## config.mk

```make
export PLATFORM = sky130hd
export DESIGN_NAME = shift_reg_univ
export DESIGN_NICKNAME = d
export VERILOG_FILES = /design/src/rtl/shift_reg_univ.sv
export SDC_FILE = /design/constraint.sdc
export NUM_CORES = 1
export LEC_CHECK = 0
export BUFFER_PORTS_ARGS = -buffer_cell sky130_fd_sc_hd__buf_2
export CAP_MARGIN = 20
export CORE_AREA = 10 10 60 62
export DETAILED_ROUTE_END_ITERATION = 8
export DIE_AREA = 0 0 70 72
export PLACE_DENSITY = 0.74
export SLEW_MARGIN = 20
export SYNTH_ARGS = -nofsm -noshare
export SYNTH_HDL_FRONTEND = slang
export SYNTH_SLANG_ARGS = --single-unit
```

## constraint.sdc

```tcl
create_clock -name clk -period 2.9 [get_ports clk]
set_clock_uncertainty 0.05 [all_clocks]
set_input_delay 0.58 -clock clk [delete_from_list [all_inputs] [get_ports clk]]
set_output_delay 0.58 -clock clk [all_outputs]
set_load 0.02 [all_outputs]
```

## src/rtl/shift_reg_univ.sv

```systemverilog
// Universal shift register: load/clear/NOP in one cycle, multi-step shifts and
// rotates one bit per enabled cycle under a valid/ready command handshake.
module shift_reg_univ #(
  parameter int WIDTH   = 8,
  parameter int SHAMT_W = 4
) (
  input  logic               clk,
  input  logic               reset,
  input  logic               enable,
  input  logic               cmd_valid,
  output logic               cmd_ready,
  input  logic [2:0]         mode,
  input  logic [SHAMT_W-1:0] shamt,
  input  logic [WIDTH-1:0]   data_in,
  input  logic               serial_in,
  output logic [WIDTH-1:0]   data_out,
  output logic               serial_out,
  output logic               busy,
  output logic               done
);

  typedef enum logic [2:0] {
    M_NOP  = 3'b000,
    M_LOAD = 3'b001,
    M_SLL  = 3'b010,
    M_SRL  = 3'b011,
    M_SRA  = 3'b100,
    M_ROL  = 3'b101,
    M_ROR  = 3'b110,
    M_CLR  = 3'b111
  } mode_e;

  typedef enum logic {S_IDLE, S_SHIFT} state_e;

  state_e             r_state, w_next;
  mode_e              r_mode, w_mode_in;
  logic [SHAMT_W-1:0] r_cnt;
  logic [WIDTH-1:0]   r_data, w_step_data;
  logic               r_sout, w_step_out, r_done;
  logic               w_accept, w_is_shift, w_start_shift, w_last;

  assign w_mode_in     = mode_e'(mode);
  assign w_is_shift    = w_mode_in inside {M_SLL, M_SRL, M_SRA, M_ROL, M_ROR};
  assign w_accept      = cmd_valid & cmd_ready;
  assign w_start_shift = w_accept & w_is_shift & (shamt != '0);
  assign w_last        = (r_cnt == SHAMT_W'(1));

  always_ff @(posedge clk or posedge reset) begin
    if (reset) r_state <= S_IDLE;
    else       r_state <= w_next;
  end

  always_comb begin
    w_next = r_state;
    case (r_state)
      S_IDLE:  if (w_start_shift) w_next = S_SHIFT;
      S_SHIFT: if (enable && w_last) w_next = S_IDLE;
      default: w_next = S_IDLE;
    endcase
  end

  always_comb begin
    cmd_ready = (r_state == S_IDLE) & enable;
    busy      = (r_state == S_SHIFT);
  end

  // One step of the latched shift mode; ROR is the only remaining shift mode.
  always_comb begin
    w_step_data = r_data;
    w_step_out  = r_sout;
    case (r_mode)
      M_SLL: begin
        w_step_data = {r_data[WIDTH-2:0], serial_in};
        w_step_out  = r_data[WIDTH-1];
      end
      M_SRL: begin
        w_step_data = {serial_in, r_data[WIDTH-1:1]};
        w_step_out  = r_data[0];
      end
      M_SRA: begin
        w_step_data = {r_data[WIDTH-1], r_data[WIDTH-1:1]};
        w_step_out  = r_data[0];
      end
      M_ROL: begin
        w_step_data = {r_data[WIDTH-2:0], r_data[WIDTH-1]};
        w_step_out  = r_data[WIDTH-1];
      end
      default: begin
        w_step_data = {r_data[0], r_data[WIDTH-1:1]};
        w_step_out  = r_data[0];
      end
    endcase
  end

  always_ff @(posedge clk or posedge reset) begin
    if (reset) begin
      r_data <= '0;
      r_sout <= 1'b0;
      r_done <= 1'b0;
      r_cnt  <= '0;
      r_mode <= M_NOP;
    end else begin
      // done is a single-cycle pulse even when enable is low
      r_done <= 1'b0;
      if (r_state == S_IDLE) begin
        if (w_start_shift) begin
          r_mode <= w_mode_in;
          r_cnt  <= shamt;
        end else if (w_accept) begin
          r_done <= 1'b1;
          if (w_mode_in == M_LOAD)     r_data <= data_in;
          else if (w_mode_in == M_CLR) r_data <= '0;
        end
      end else if (enable) begin
        r_data <= w_step_data;
        r_sout <= w_step_out;
        r_cnt  <= r_cnt - SHAMT_W'(1);
        if (w_last) r_done <= 1'b1;
      end
    end
  end

  assign data_out   = r_data;
  assign serial_out = r_sout;
  assign done       = r_done;

endmodule
```

## Word level (Yosys, flattened, before mapping)

Cells that the tools add are included.

| cells by class | value |
|---|---|
| $add $sub $neg | 1 |
| multipliers | 0 |
| div/mod/pow operators | 0 |
| order comparisons | 0 |
| eq/ne operators | 15 |
| shift operators | 0 |
| muxes and demuxes | 19 |
| bitwise logic cells | 5 |
| reductions and logical operators | 12 |

Operators by type and width:

| operator | number |
|---|---|
| $mux W8 | 6 |
| $pmux W8 S4 | 1 |
| $eq A3 B3 Y1 const B | 6 |
| $eq A3 B2 Y1 const B | 4 |
| $mux W4 | 3 |
| $mux W1 | 8 |
| $ne A2 B2 Y1 const B | 3 |
| $reduce_and A2 Y1 | 3 |
| $reduce_and A5 Y1 | 1 |
| $reduce_bool A5 Y1 | 1 |
| $and A1 B1 Y1 | 4 |
| $eq A4 B1 Y1 const B | 1 |
| $reduce_and A4 Y1 | 1 |
| $reduce_bool A2 Y1 | 2 |
| $reduce_bool A4 Y1 | 1 |
| $sub A4 B1 Y4 const B | 1 |
| $eq A3 B1 Y1 const B | 1 |
| $reduce_bool A3 Y1 | 1 |
| $pmux W1 S2 | 1 |
| $reduce_or A2 Y1 | 1 |
| $logic_and A1 B1 Y1 | 1 |
| $not A1 Y1 | 1 |

| storage, ports and cells | value |
|---|---|
| register bits | 18 |
| latch bits | 0 |
| RAM bits | 0 |
| bits in read-only memories | 0 |
| input port bits | 20 |
| output and inout bits | 12 |
| logic and storage cells | 59 |
| memories kept | 0 |

## Longest topological paths before layout

| logic depth | value |
|---|---|
| depth in word-level cells | 7 |
| gate-level depth with buffers | 7 |
| mapped depth without buffers | 4 |

## Worst setup path before layout

No wires, ideal clock.

| timing | value |
|---|---|
| kind | input port to flip-flop |
| start | input port mode[2] |
| end | register r_cnt[0] |
| arrival | 1.617 ns |
| path slack | 1.110 ns |
| stages | 4 |
| path buffers | 1 |
| cell sequence | and3_4 > or4_4 > buf_6 > o221a_1 |

| on the way | value |
|---|---|
| longest elaborated chain between the ends | 6 |

Ends and longest elaborated chain:

| element | line | RTL |
|---|---|---|
| start, declared | 12 | `input logic [2:0] mode,` |
| $eq A3 B2 Y1 / $eq A3 B3 Y1 (equally long branches) | 43 | `assign w_is_shift = w_mode_in inside {M_SLL, M_SRL, M_SRA, M_ROL, M_ROR};` |
| $reduce_bool A5 Y1 * | 43 |  |
| $and A1 B1 Y1 * (2 in series) | 45 | `assign w_start_shift = w_accept & w_is_shift & (shamt != '0);` |
| $reduce_bool A2 Y1 (no source line) * | n/a |  |
| $reduce_and A2 Y1 (no source line) * | n/a |  |
| end signal, assigned | 108 | `r_cnt <= shamt;` |
| end signal, assigned | 117 | `r_cnt <= r_cnt - SHAMT_W'(1);` |
| end, declared | 37 | `logic [SHAMT_W-1:0] r_cnt;` |

Every way passes the cells marked *; elsewhere a longest branch is shown, timed or not.
A chain may end at the register's enable or synchronous reset.

## Worst setup path in the final report

| timing | value |
|---|---|
| start | register r_state (netlist: busy) |
| end | register r_data[7] (netlist: data_out[7]) |

| on the way | value |
|---|---|
| longest elaborated chain between the ends | 7 |

Ends and longest elaborated chain:

| element | line | RTL |
|---|---|---|
| start, declared | 35 | `state_e r_state, w_next;` |
| start signal, assigned | 50 | `else r_state <= w_next;` |
| $not A1 Y1 (no source line) | n/a |  |
| $and A1 B1 Y1 | 63 | `cmd_ready = (r_state == S_IDLE) & enable;` |
| $and A1 B1 Y1 | 44 | `assign w_accept = cmd_valid & cmd_ready;` |
| $and A1 B1 Y1 (2 in series) | 45 |  |
| $ne A2 B2 Y1 (no source line) | n/a |  |
| $reduce_and A5 Y1 (no source line) | n/a |  |
| end signal, assigned | 111 | `if (w_mode_in == M_LOAD) r_data <= data_in;` |
| end signal, assigned | 115 | `r_data <= w_step_data;` |
| end, declared | 38 | `logic [WIDTH-1:0] r_data, w_step_data;` |

Several ways; a longest one is shown, not always the timed one.

==> impl_metrics.py <==
metrics = {
    "run_status": {
        "status": "finished, final reports clean",
    },
    "place": {
        "gp_congestion": 0.806,
        "hpwlAfterDp_mm": 2.17,
        "pre_cts_slack_ns": 0.668,
        "numPortBuffers": 31,
    },
    "die": {
        "dieWidth_um": 70,
        "rows": 18,
        "dieArea_um2": 5040,
        "die_y_um": 72,
        "coreArea_um2": 2430,
        "io_pins": 32,
        "start_util_pct": 48.1,
    },
    "pwr": {
        "leakagePower_nw": 0.636,
        "swShare_pct": 44.6,
        "intPower_mw": 0.689,
        "p_seq_share_pct": 40.4,
        "p_switching_mw": 0.555,
        "comb_power_share_pct": 49.4,
        "finalPower_mw": 1.24,
        "clockPowerShare_pct": 10.2,
        "pwr_density_cell_nw_per_um2": 931,
        "ir_drop_mv": 0.561,
    },
    "layout": {
        "fin_nets": 166,
        "fillers": 232,
        "seq_area_um2": 450,
        "multi_input_area_um2": 652,
        "syn2layout_area_growth_pct": 14.1,
        "utilization_pct": 54.9,
        "diodes": 0,
        "layout-drive-gt1-share_pct": 31.0,
    },
    "clock_tree": {
        "clock_path_buffers": 2,
        "cts_buffers": 3,
        "clk_latency_ns": 0.29,
        "holdBufCountCts": 0,
        "clock-sinks": 18,
        "htreeDepth": 1,
        "cts_tree": "done",
        "cts_root_buf": "clkbuf_4",
        "cts_resized": 0,
        "clk_pin_slew_ns": 0.11,
        "cts_setup_buffers": 0,
    },
    "timing": {
        "rsz0062_at_grt": "no",
        "tightest_slew_ns": 0.724,
        "relSlewSlack_pct": 51.7,
        "period_minus_slack_ns": 2.08,
        "finalSetupViolations": 0,
        "final_hold_viol_count": 0,
        "layout_setup_ws_ns": 0.819,
        "fin_crit_sh_pct": 71.8,
        "final-max-slew-violation-count": 0,
        "tns_ns": 0,
        "whs_ns": 0.334,
        "fmax_mhz": 480,
    },
    "yosys": {
        "synth_edf_count": 0,
        "synth_warnings": 0,
        "syn_area_um2": 1170,
        "synthFlopType": "dfrtp_1",
        "synth_top_cell_area_share_pct": 38.5,
        "syn_inst": 114,
        "ys_seq_area_share_pct": 38.5,
        "synth.avg_cell_area_um2": 10.3,
        "syn-num-nets": 136,
        "synth_top_area_cell": "dfrtp_1",
        "ys_top_cells_by_area": "dfrtp_1, mux2_1, nand2_1",
        "async_reset_ff_share_pct": 100,
        "synth_common_cells": "dfrtp_1, nand2_1, nor2_1",
        "synth_seq_cells": 18,
        "ys_types": 44,
        "synth_most_common_cell": "dfrtp_1",
    },
    "min_path": {
        "hp-class": "input port to asynchronous set/reset pin",
    },
    "route": {
        "dr_total_vias": 986,
        "first_iter_violations": 65,
        "wl_per_cell_um": 16.4,
        "postRouteAntennaNets": 0,
        "firstDrtPassIters": 4,
        "viasPerCell": 5.73,
        "wirelength_mm": 2.82,
        "drc": 0,
    },
    "global_route": {
        "antenna_found_initial": 0,
        "grtUsageTotal_pct": 11.2,
        "grt_pass1_wl_mm": 4.86,
        "gr-total-overflow": 0,
        "grt_pass1_vias": 1039,
        "grt_max_degree": 19,
    },
    "setup_path": {
        "crit_arrival_ns": 2.22,
        "crit_path_end_kind": "register",
        "reg2reg_depth": 4,
        "required_ns": 3.04,
        "cp_max_fo": 15,
        "critPathLaunchType": "register",
        "criticalPathCategory": "register to register",
    },
    "run": {
        "cap_violations": 0,
    },
}
[cell usage in the layout (no fill, tap or decap), types with 2 or more instances in the layout]
cell type  netlist  routed
inv_1            5       5
nand3_1          2       2
nor2b_1          3       3
mux2i_1          2       2
a211oi_1         2       2
clkbuf_4         0       3
ha_1             2       2
o221a_1          2       2
o21ai_0          2       2
mux2_2           2       2
nand2_1         17      17
a21oi_1          2       2
nor2_1          10      10
buf_2            1      31
a31oi_1          2       2
a221o_1          6       6
dfrtp_1         18      18
mux2_1           6       6
nor4b_1          2       2
[metal layers]
metal	routed length (µm)	track usage [%]	vias to the layer above
li1	-	-	481
met1	1320	13.4	485
met2	1370	19.4	18
met3	117	3.13	2
met4	20	3.07	0
met5	0	0	-
[kinds of logic after synthesis]
group	share of synthesized area (%)
mux	9.40
buf+inv	5.88
simple gates	23.1
flops	38.5
compound gates	19.6
xor+xnor	1.50
fa+ha+maj	2.14
[per-stage QoR]
step	cells	area (µm²)
after floorplan	114	1170
after global placement	169	1310
after detailed placement	169	1310
after CTS	172	1340
after global routing	172	1340
final	172	1340
[final cells by class]
class,count,share of cell area [%]
Timing Repair Buffer,31,11.6
Clock buffer,3,1.69
Sequential cell,18,33.7
Multi-Input combinational cell,85,48.8
Tap cell,30,2.81
Inverter,5,1.40
[power by group through the flow]
stage | Sequential (mW) | Clock (mW) | Combinational [mW]
6_report | 0.502 | 0.127 | 0.615
5_1_grt | 0.526 | 0.143 | 0.672
4_1_cts | 0.502 | 0.128 | 0.620
3_5_place_dp | 0.507 | 0 | 0.616
3_3_place_gp | 0.499 | 0 | 0.605
2_1_floorplan | 0.523 | 0 | 0.450
[registers in the layout, summed over array words and instances (netlist names)]
| name | cells |
|---|---|
| r_cnt | 4 |
| busy | 1 |
| done | 1 |
| r_mode | 3 |
| data_out | 8 |
| serial_out | 1 |
[worst max-delay path: stages, from the launching register on]
cell and delay, ns:
dfrtp_1 0.54, and2_1 0.50, a41oi_2 0.25, a31oi_1 0.30
mux2_2 0.35
[final timing paths]
kind / start / to / slack (ns)
max in group asynchronous: reset / done / 2.00
max: busy / data_out[7] / 0.82
max reg2reg: busy / data_out[7] / 0.82
min in group clk: serial_out / serial_out / 0.50
min: reset / serial_out / 0.33
min reg2reg: serial_out / serial_out / 0.50
(Power assumes the default switching activity.)
